===== src/rtl/branch_predictor_update_pkg.sv =====
// Shared types and helpers for the branch predictor write-side stage.
// Optional feature macro: BRANCH_PREDICTOR_UPDATE_FILTER_EN (see top).
package branch_predictor_update_pkg;

  // Counter value written when a taken branch allocates a fresh entry
  localparam logic [1:0] BRANCH_COUNTER_ALLOC = 2'b10;

  // Tag width of the default table configuration
  localparam int BP_DEFAULT_TAG_WIDTH = 16;

  // One predictor table entry at the default tag width
  typedef struct packed {
    logic                            valid;
    logic [BP_DEFAULT_TAG_WIDTH-1:0] tag;
    logic [29:0]                     target;
    logic [1:0]                      counter;
  } branch_table_entry_t;

  // One branch resolution as delivered by execute
  typedef struct packed {
    logic [31:0] pc;
    logic        taken;
    logic [31:0] target;
    logic        prev_hit;
    logic [1:0]  prev_counter;
  } branch_resolution_t;

  localparam int BP_RESOLUTION_W = $bits(branch_resolution_t);

  // Sweep-then-run control states
  typedef enum logic {
    ST_INIT,
    ST_RUN
  } bpu_state_e;

  // Two-bit saturating counter step in the direction of the outcome
  function automatic logic [1:0] next_counter(input logic [1:0] prev, input logic taken);
    logic [1:0] result;
    result = prev;
    if (taken) begin
      if (prev != 2'b11) result = prev + 2'b01;
    end else begin
      if (prev != 2'b00) result = prev - 2'b01;
    end
    return result;
  endfunction

endpackage


===== src/rtl/branch_update_fifo.sv =====
// Small resolution buffer in front of the predictor RAM write port.
// Depth is a power of two; pointers carry one extra wrap bit so that
// full and empty can be told apart without a separate counter.
module branch_update_fifo
  import branch_predictor_update_pkg::*;
#(
  parameter int C_FIFO_DEPTH = 4
) (
  input  logic                       clk_i,
  input  logic                       rst_ni,
  input  logic                       clear_i,
  input  logic                       push_i,
  input  logic [BP_RESOLUTION_W-1:0] push_data_i,
  input  logic                       pop_i,
  output logic [BP_RESOLUTION_W-1:0] pop_data_o,
  output logic                       full_o,
  output logic                       empty_o
);

  localparam int PTR_W = $clog2(C_FIFO_DEPTH);
  localparam logic [PTR_W:0] PTR_ONE = {{PTR_W{1'b0}}, 1'b1};

  logic [BP_RESOLUTION_W-1:0] mem_q [C_FIFO_DEPTH];
  logic [PTR_W:0]             wr_ptr_q, wr_ptr_d;
  logic [PTR_W:0]             rd_ptr_q, rd_ptr_d;
  logic                       do_push;
  logic                       do_pop;

  assign empty_o    = (wr_ptr_q == rd_ptr_q);
  assign full_o     = (wr_ptr_q[PTR_W] != rd_ptr_q[PTR_W]) &&
                      (wr_ptr_q[PTR_W-1:0] == rd_ptr_q[PTR_W-1:0]);
  assign do_push    = push_i && !full_o && !clear_i;
  assign do_pop     = pop_i && !empty_o && !clear_i;
  assign pop_data_o = mem_q[rd_ptr_q[PTR_W-1:0]];

  // Pointer advance; clear wins over any push or pop in the same cycle
  always_comb begin
    wr_ptr_d = wr_ptr_q;
    rd_ptr_d = rd_ptr_q;
    if (clear_i) begin
      wr_ptr_d = '0;
      rd_ptr_d = '0;
    end else begin
      if (do_push) wr_ptr_d = wr_ptr_q + PTR_ONE;
      if (do_pop)  rd_ptr_d = rd_ptr_q + PTR_ONE;
    end
  end

  // Pointer registers
  always_ff @(posedge clk_i or negedge rst_ni) begin
    if (!rst_ni) begin
      wr_ptr_q <= '0;
      rd_ptr_q <= '0;
    end else begin
      wr_ptr_q <= wr_ptr_d;
      rd_ptr_q <= rd_ptr_d;
    end
  end

  // Storage needs no reset: only slots between the pointers are ever read
  always_ff @(posedge clk_i) begin
    if (do_push) mem_q[wr_ptr_q[PTR_W-1:0]] <= push_data_i;
  end

endmodule


===== src/rtl/branch_predictor_update.sv =====
// Write-side stage owning the branch predictor RAM write port.
// Clears the table after reset/flush, then turns buffered branch
// resolutions into single-cycle RAM writes.
// Optional: define BRANCH_PREDICTOR_UPDATE_FILTER_EN to skip writes of
// not-taken hits whose counter is already saturated at zero.
module branch_predictor_update
  import branch_predictor_update_pkg::*;
#(
  parameter  int C_DEPTH      = 512,
  parameter  int C_TAG_WIDTH  = 16,
  parameter  int C_FIFO_DEPTH = 4,
  localparam int IDX_W        = $clog2(C_DEPTH),
  localparam int C_DATA_WIDTH = 1 + C_TAG_WIDTH + 30 + 2
) (
  input  logic                    clk,
  input  logic                    rst,
  input  logic                    flush,
  input  logic                    resolve_valid,
  output logic                    resolve_ready,
  input  logic [31:0]             resolve_pc,
  input  logic                    resolve_taken,
  input  logic [31:0]             resolve_target,
  input  logic                    resolve_prev_hit,
  input  logic [1:0]              resolve_prev_counter,
  output logic [IDX_W-1:0]        write_addr,
  output logic                    write_en,
  output logic [C_DATA_WIDTH-1:0] write_data,
  output logic                    init_done
);

  localparam logic [IDX_W-1:0] SWEEP_LAST = IDX_W'(C_DEPTH - 1);
  localparam logic [IDX_W-1:0] SWEEP_ONE  = {{(IDX_W-1){1'b0}}, 1'b1};

  typedef struct packed {
    logic                   valid;
    logic [C_TAG_WIDTH-1:0] tag;
    logic [29:0]            target;
    logic [1:0]             counter;
  } entry_t;

  bpu_state_e              state_q, state_d;
  logic [IDX_W-1:0]        sweep_q, sweep_d;
  logic                    init_done_q, init_done_d;
  logic                    write_en_q, write_en_d;
  logic [IDX_W-1:0]        write_addr_q, write_addr_d;
  logic [C_DATA_WIDTH-1:0] write_data_q, write_data_d;

  branch_resolution_t          in_res;
  branch_resolution_t          head;
  logic [BP_RESOLUTION_W-1:0]  fifo_pop_data;
  logic                        fifo_full;
  logic                        fifo_empty;
  logic                        push;
  logic                        pop;
  logic                        upd_write;
  logic [1:0]                  upd_counter;
  entry_t                      upd_entry;
  logic                        unused_ok;

  assign in_res = '{pc:           resolve_pc,
                    taken:        resolve_taken,
                    target:       resolve_target,
                    prev_hit:     resolve_prev_hit,
                    prev_counter: resolve_prev_counter};

  assign resolve_ready = rst && !fifo_full && !flush;
  assign push          = resolve_valid && resolve_ready;
  assign pop           = (state_q == ST_RUN) && !fifo_empty && !flush;
  assign head          = branch_resolution_t'(fifo_pop_data);
  assign unused_ok     = ^{head.pc, head.target[1:0]};

  branch_update_fifo #(
    .C_FIFO_DEPTH(C_FIFO_DEPTH)
  ) u_fifo (
    .clk_i      (clk),
    .rst_ni     (rst),
    .clear_i    (flush),
    .push_i     (push),
    .push_data_i(in_res),
    .pop_i      (pop),
    .pop_data_o (fifo_pop_data),
    .full_o     (fifo_full),
    .empty_o    (fifo_empty)
  );

  // New entry for the head resolution and whether it needs a RAM write at all
  always_comb begin
    upd_write   = 1'b0;
    upd_counter = BRANCH_COUNTER_ALLOC;
    if (head.prev_hit) begin
      upd_counter = next_counter(head.prev_counter, head.taken);
      upd_write   = 1'b1;
`ifdef BRANCH_PREDICTOR_UPDATE_FILTER_EN
      if (!head.taken && (upd_counter == head.prev_counter)) upd_write = 1'b0;
`endif
    end else if (head.taken) begin
      upd_counter = BRANCH_COUNTER_ALLOC;
      upd_write   = 1'b1;
    end
    upd_entry = '{valid:   1'b1,
                  tag:     head.pc[IDX_W+2 +: C_TAG_WIDTH],
                  target:  head.target[31:2],
                  counter: upd_counter};
  end

  // Sweep/run sequencing and the next values of the registered RAM port
  always_comb begin
    state_d      = state_q;
    sweep_d      = sweep_q;
    init_done_d  = init_done_q;
    write_en_d   = 1'b0;
    write_addr_d = write_addr_q;
    write_data_d = write_data_q;
    if (flush) begin
      state_d     = ST_INIT;
      sweep_d     = '0;
      init_done_d = 1'b0;
    end else begin
      case (state_q)
        ST_INIT: begin
          write_en_d   = 1'b1;
          write_addr_d = sweep_q;
          write_data_d = '0;
          sweep_d      = sweep_q + SWEEP_ONE;
          init_done_d  = 1'b0;
          if (sweep_q == SWEEP_LAST) state_d = ST_RUN;
        end
        ST_RUN: begin
          init_done_d = 1'b1;
          if (pop && upd_write) begin
            write_en_d   = 1'b1;
            write_addr_d = head.pc[IDX_W+1:2];
            write_data_d = upd_entry;
          end
        end
        default: state_d = ST_INIT;
      endcase
    end
  end

  // State and RAM-port registers
  always_ff @(posedge clk or negedge rst) begin
    if (!rst) begin
      state_q      <= ST_INIT;
      sweep_q      <= '0;
      init_done_q  <= 1'b0;
      write_en_q   <= 1'b0;
      write_addr_q <= '0;
      write_data_q <= '0;
    end else begin
      state_q      <= state_d;
      sweep_q      <= sweep_d;
      init_done_q  <= init_done_d;
      write_en_q   <= write_en_d;
      write_addr_q <= write_addr_d;
      write_data_q <= write_data_d;
    end
  end

  assign write_en   = write_en_q;
  assign write_addr = write_addr_q;
  assign write_data = write_data_q;
  assign init_done  = init_done_q;

endmodule


===== config.mk =====
export PLATFORM = sky130hd
export DESIGN_NAME = branch_predictor_update
export DESIGN_NICKNAME = d
export VERILOG_FILES = /design/src/rtl/branch_predictor_update_pkg.sv /design/src/rtl/branch_update_fifo.sv /design/src/rtl/branch_predictor_update.sv
export SDC_FILE = /design/constraint.sdc
export NUM_CORES = 1
export LEC_CHECK = 0
export CORE_UTILIZATION = 45
export CTS_CLUSTER_DIAMETER = 80
export DETAILED_ROUTE_END_ITERATION = 7
export PLACE_DENSITY = 0.76
export SLEW_MARGIN = 5
export SYNTH_ARGS = -nofsm -noshare
export SYNTH_HDL_FRONTEND = slang
export SYNTH_HIERARCHICAL = 1
export SYNTH_SLANG_ARGS = --single-unit
export TNS_END_PERCENT = 10

===== constraint.sdc =====
create_clock -name clk -period 10.9 [get_ports clk]
set_clock_uncertainty 0.05 [all_clocks]
set_input_delay 2.18 -clock clk [delete_from_list [all_inputs] [get_ports clk]]
set_output_delay 2.18 -clock clk [all_outputs]
set_load 0.1 [all_outputs]

* Word-level counts from Yosys, hierarchy flattened *
Memories as Yosys holds them, arrays and structs flattened.
Index checks and enable logic that the tools add are counted.

operators by class
  add/subtract/negate cells = 5
  equal/unequal tests = 7
  muxes and demuxes = 26
  bitwise gates (word level) = 2
  reductions and logical operators = 18

operators with widths
  cell                                                                     number
  49-bit case mux with 2 select lines                                      1
  49-bit 2-to-1 mux                                                        1
  9-bit 2-to-1 mux                                                         3
  9-bit case mux with 2 select lines                                       1
  3-bit 2-to-1 mux                                                         4
  1-bit logical AND                                                        11
  1-bit 2-to-1 mux                                                         10
  9-bit by 1-bit adder with 9-bit output, second input constant            1
  9-bit == test, second input constant                                     1
  2-bit 2-to-1 mux                                                         4
  3-bit by 1-bit adder with 3-bit output, second input constant            2
  2-bit nonzero test                                                       3
  2-bit inequality test, second input constant                             2
  1-bit case mux with 2 select lines                                       2
  3-bit == test                                                            1
  1-bit zero test                                                          3
  2-bit by 1-bit adder with 2-bit output, second input constant            1
  2-bit == test                                                            1
  2-bit by 1-bit inequality test with 1-bit output, second input constant  1
  1-bit inverter                                                           2
  2-bit AND reduction                                                      1
  2-bit by 1-bit subtractor with 2-bit output, second input constant       1
  1-bit inequality test                                                    1

word-level totals
  flip-flop bits (word level) = 76
  memory bits (writable) = 272
  output and inout bits = 61
  logic and storage cells = 67
  memories = 1

memories
  name          words  width  rd ports  clocked after memory_dff  write ports  RTL line                  source
  u_fifo.mem_q  4      68     1         0                         1            branch_update_fifo.sv:23  logic [BP_RESOLUTION_W-1:0] mem_q [C_FIFO_DEPTH];

* Longest topological paths before layout *
  depth in word-level cells = 10
  depth in mapped cells = 8

* By module *
Netlist, hierarchy kept.

by module, submodules not included
  module                   instances  cells an instance  area an instance (um2)
  branch_update_fifo       1          423                10348.7
  branch_predictor_update  1          198                2776.4

* Worst setup path after synthesis *
OpenSTA, ideal clock, no wires.

  path kind = in2reg
  start = in flush
  end = mem u_fifo/mem_q[1][0] (netlist bit) (enable)
  arrival = 6918 ps
  data required time = 10417 ps
  slack = 3499 ps
  cell stages on the path = 5
  path buffers = 0
  cells stage by stage = nor3b_1 -> and2_1 -> inv_1 -> a311oi_1 -> and2_1

between the ends
  cells in the longest elaborated chain, start to end = 7

ends and longest elaborated chain
  element                                 RTL line                       source
  start, declared                         branch_predictor_update.sv:17  input logic flush,
  1-bit zero test                         branch_predictor_update.sv:66  assign resolve_ready = rst && !fifo_full && !flush;
  1-bit logical AND                       branch_predictor_update.sv:66
  1-bit logical AND                       branch_predictor_update.sv:67  assign push = resolve_valid && resolve_ready;
  named net push                          branch_predictor_update.sv:53  logic push;
  1-bit logical AND (2 in series)         branch_update_fifo.sv:32       assign do_push = push_i && !full_o && !clear_i;
  1-bit 2-to-1 mux                        branch_update_fifo.sv:62       if (do_push) mem_q[wr_ptr_q[PTR_W-1:0]] <= push_data_i;
  1-bit 2-to-1 mux (not written as such)  branch_update_fifo.sv:62
  end, declared                           branch_update_fifo.sv:23

The timed path passes the listed nets, and every way through them passes these cells.

* Final worst setup path *
  start = in flush
  end = out resolve_ready

between the ends
  cells in the longest elaborated chain, start to end = 2

ends and longest elaborated chain
  element            RTL line                       source
  1-bit zero test    branch_predictor_update.sv:66
  1-bit logical AND  branch_predictor_update.sv:66
  end, declared      branch_predictor_update.sv:19  output logic resolve_ready,

No other way between the ends.

==> metrics.md <==
| Metric | Value |
|---|---|
| Via density | `roughly 5.6` |
| Worst hold slack | `453 ps` |
| Die width | `164 um` |
| Setup Crit Path Kind | `input port to primary output` |
| Number of global-route vias before repair | `about 6400` |
| Worst slew slack as a fraction of its limit | `between 30% and 40%` |
| Cells on worst reg2reg path | `7` |
| Residual DRC | `0` |
| Total number of nets in the final design | `783` |
| Post-CTS sizing | `0` |
| Data required time at the worst endpoint | `8670 ps` |
| Count of boundary I/O pins | `around 130` |
| Clock input transition at the sequential cells of the worst setup and hold paths | `roughly 60 ps` |
| Synthesized netlist cell count | `576` |
| Pins over their slew limit | `0` |
| Via count | `5944` |
| Launch point of the worst path | `flush` |
| Period Utilization, post-route | `63.1%` |
| Syn_nets | `655` |
| RSZ-0062 raised after global routing | `no` |
| Count of placed standard cells including taps | `1006` |
| Result of the run | `finished, final reports clean` |
| First-pass DRT Iterations | `5` |
| Largest vdd supply drop | `0.150 mV` |
| Pin count of the biggest net entering global routing | `68` |
| Area of the core | `about 0.026 mm^2` |
| Worst-Skew Late Latency | `~550 ps` |
| Count of final setup violators | `0` |
| Power density over the cells | `165 mW/mm^2` |
| CP max FO | `24` |
| Number of buffers created by CTS | `31` |
| Startpoint of the most critical hold path | `write_data[40]` |
| Number of antenna repair diodes | `0` |
| Max clock buf depth | `3` |
| Die area | `0.0270 mm^2` |
| CTS tree | `built` |
| Die Y-Extent | `164 um` |
| Share of final-layout standard cells stronger than drive strength 1 | `between 10% and 20%` |
| GR met1 Demand/Resource | `22.2%` |
| Number of antenna violations at the first check in global routing | `2` |
| Worst flop-to-flop path startpoint | `u_fifo/rd_ptr_q[1]` |
| Port Buffer Count | `approximately 120` |
| Slew at the pin with the worst max-slew slack | `1050 ps` |
| Layout-stage area growth over the synthesis result | `20.7%` |
| Sum of routed wire length over all layers | `22.7 mm` |
| Number of sinks handled by clock tree synthesis | `between 300 and 400` |
| All-layer global routing usage | `17.6%` |
| Arr. time, crit path | `4640 ps` |
| Setup Fix Bufs, Post-CTS | `0` |
| DRC marker count from the first detailed-route iteration | `~280` |
| Global route hottest layer | `met2` |
| Global-route wire length before repair | `between 30 and 40 mm` |
| Hold WC Path Type | `flip-flop to flip-flop` |
| Average detailed-routed wire length per instance | `about 21 um` |
| Global routing met2 resource utilization | `30.8%` |
| Peak clock frequency supported by timing | `145 MHz` |
| Fin cells | `1064` |
| CTS Hold Buffers Added | `0` |
| Post-route antenna net violation count | `0` |
| Endpoints failing hold | `0` |
| Minimum clock period | `6870 ps` |
| Setup TNS | `0 ps` |
| Met3 demand-to-capacity share in global routing | `3.33%` |
| Max cap viols | `0` |
| Leftover overflow at the end of global routing | `0` |
| H-tree levels | `1` |
| Clk Tree Root Cell | `sky130_fd_sc_hd__clkbuf_16` |
| Cell Area, Synth | `0.0118 mm^2` |
| Warning count from the yosys run | `6` |
| Avg Inst Size Synth | `20.6 um^2` |
| DP HPWL | `about 13 mm` |
| Leak | `between 0.004 and 0.005 uW` |
| Final RePlAce weighted congestion | `0.820` |
| Placement Rows | `59` |
| Critical Path Start Type | `input port` |
| Starting utilization of the core area | `roughly 46%` |
| Endpoint type of the worst setup path | `primary output` |
| Number of stages on the worst hold path | `1` |
[flip-flops by register name (all words and copies together) (netlist names)]
signal,flops
init_done,1
state_q,1
sweep_q,9
u_fifo/mem_q,236
u_fifo/rd_ptr_q,3
u_fifo/wr_ptr_q,3
write_addr,9
write_data,49
write_en,1
[power by group]
group / switching [uW] / internal (uW)
clock: 419 / 545
sequential: 5.91 / 1290
combinational: 55.1 / 44.9
total: 480 / 1880
[worst max-delay path, cell delays in order]
cell                              delay, ps
sky130_fd_sc_hd__clkdlybuf4s50_1        870
sky130_fd_sc_hd__nor3b_1                410
sky130_fd_sc_hd__clkdlybuf4s50_1       1180
[layer usage]
layer  routed length (um)  vias up
li1                     -     2619
met1                 9060     3080
met2                11700      198
met3                 1440       43
met4                  444        4
met5                   21        -
[through the flow]
stage	instance area, um^2	utilization [%]	setup WS, ps	total power [uW]
final	14300	55.2	4030	2360
after global routing	14300	55.2	3850	2440
after CTS	14300	55.2	4010	2390
after detailed placement	13400	51.6	4010	1420
after global placement	13400	51.6	4030	1420
after floorplan	11800	-	3710	1370
[final timing paths]
kind / end / slack [ps]
hold / removal: write_data[40] / 450
max in group asynchronous: u_fifo/rd_ptr_q[0] / 8260
setup / recovery: resolve_ready / 4030
min in group asynchronous: write_addr[4] / 1560
setup reg to reg: u_fifo/mem_q[2][30] / 6510
hold reg to reg: write_data[40] / 450
[placed cells by master, fill, tap and decap left out, types with 2 or more instances in the layout]
cell type / n
sky130_fd_sc_hd__nor2_1: 11
sky130_fd_sc_hd__mux2_2: 18
sky130_fd_sc_hd__nor3_1: 2
sky130_fd_sc_hd__dfrtp_1: 74
sky130_fd_sc_hd__clkbuf_16: 31
sky130_fd_sc_hd__mux4_2: 59
sky130_fd_sc_hd__clkbuf_1: 11
sky130_fd_sc_hd__clkbuf_8: 3
sky130_fd_sc_hd__a22oi_1: 2
sky130_fd_sc_hd__ha_1: 7
sky130_fd_sc_hd__mux2i_1: 2
sky130_fd_sc_hd__nand3_1: 6
sky130_fd_sc_hd__and2_4: 4
sky130_fd_sc_hd__dfrtp_4: 2
sky130_fd_sc_hd__a31oi_1: 2
sky130_fd_sc_hd__nand4b_1: 2
sky130_fd_sc_hd__o211ai_1: 2
sky130_fd_sc_hd__xnor2_1: 3
sky130_fd_sc_hd__clkinv_1: 2
sky130_fd_sc_hd__xor2_1: 5
sky130_fd_sc_hd__nand4_1: 5
sky130_fd_sc_hd__nor3b_1: 3
sky130_fd_sc_hd__clkinv_2: 9
sky130_fd_sc_hd__a22o_1: 47
sky130_fd_sc_hd__o21ai_0: 6
sky130_fd_sc_hd__inv_1: 6
sky130_fd_sc_hd__clkdlybuf4s50_1: 122
sky130_fd_sc_hd__edfxtp_1: 236
sky130_fd_sc_hd__nor2b_1: 5
sky130_fd_sc_hd__nand2_1: 3
sky130_fd_sc_hd__a21oi_1: 8
sky130_fd_sc_hd__buf_4: 5
sky130_fd_sc_hd__or3_1: 3
sky130_fd_sc_hd__nor4_1: 3
[cell type report]
| type | count | area (um^2) |
|---|---|---|
| Fill cell | 1946 | 11600 |
| Sequential cell | 312 | 9000 |
| Multi-Input combinational cell | 226 | 2670 |
| Timing Repair Buffer | 127 | 1260 |
| Clock buffer | 45 | 858 |
| Tap cell | 335 | 419 |
| Clock inverter | 13 | 67.6 |
| Inverter | 6 | 22.5 |
Power figures use the tool's default switching activity.
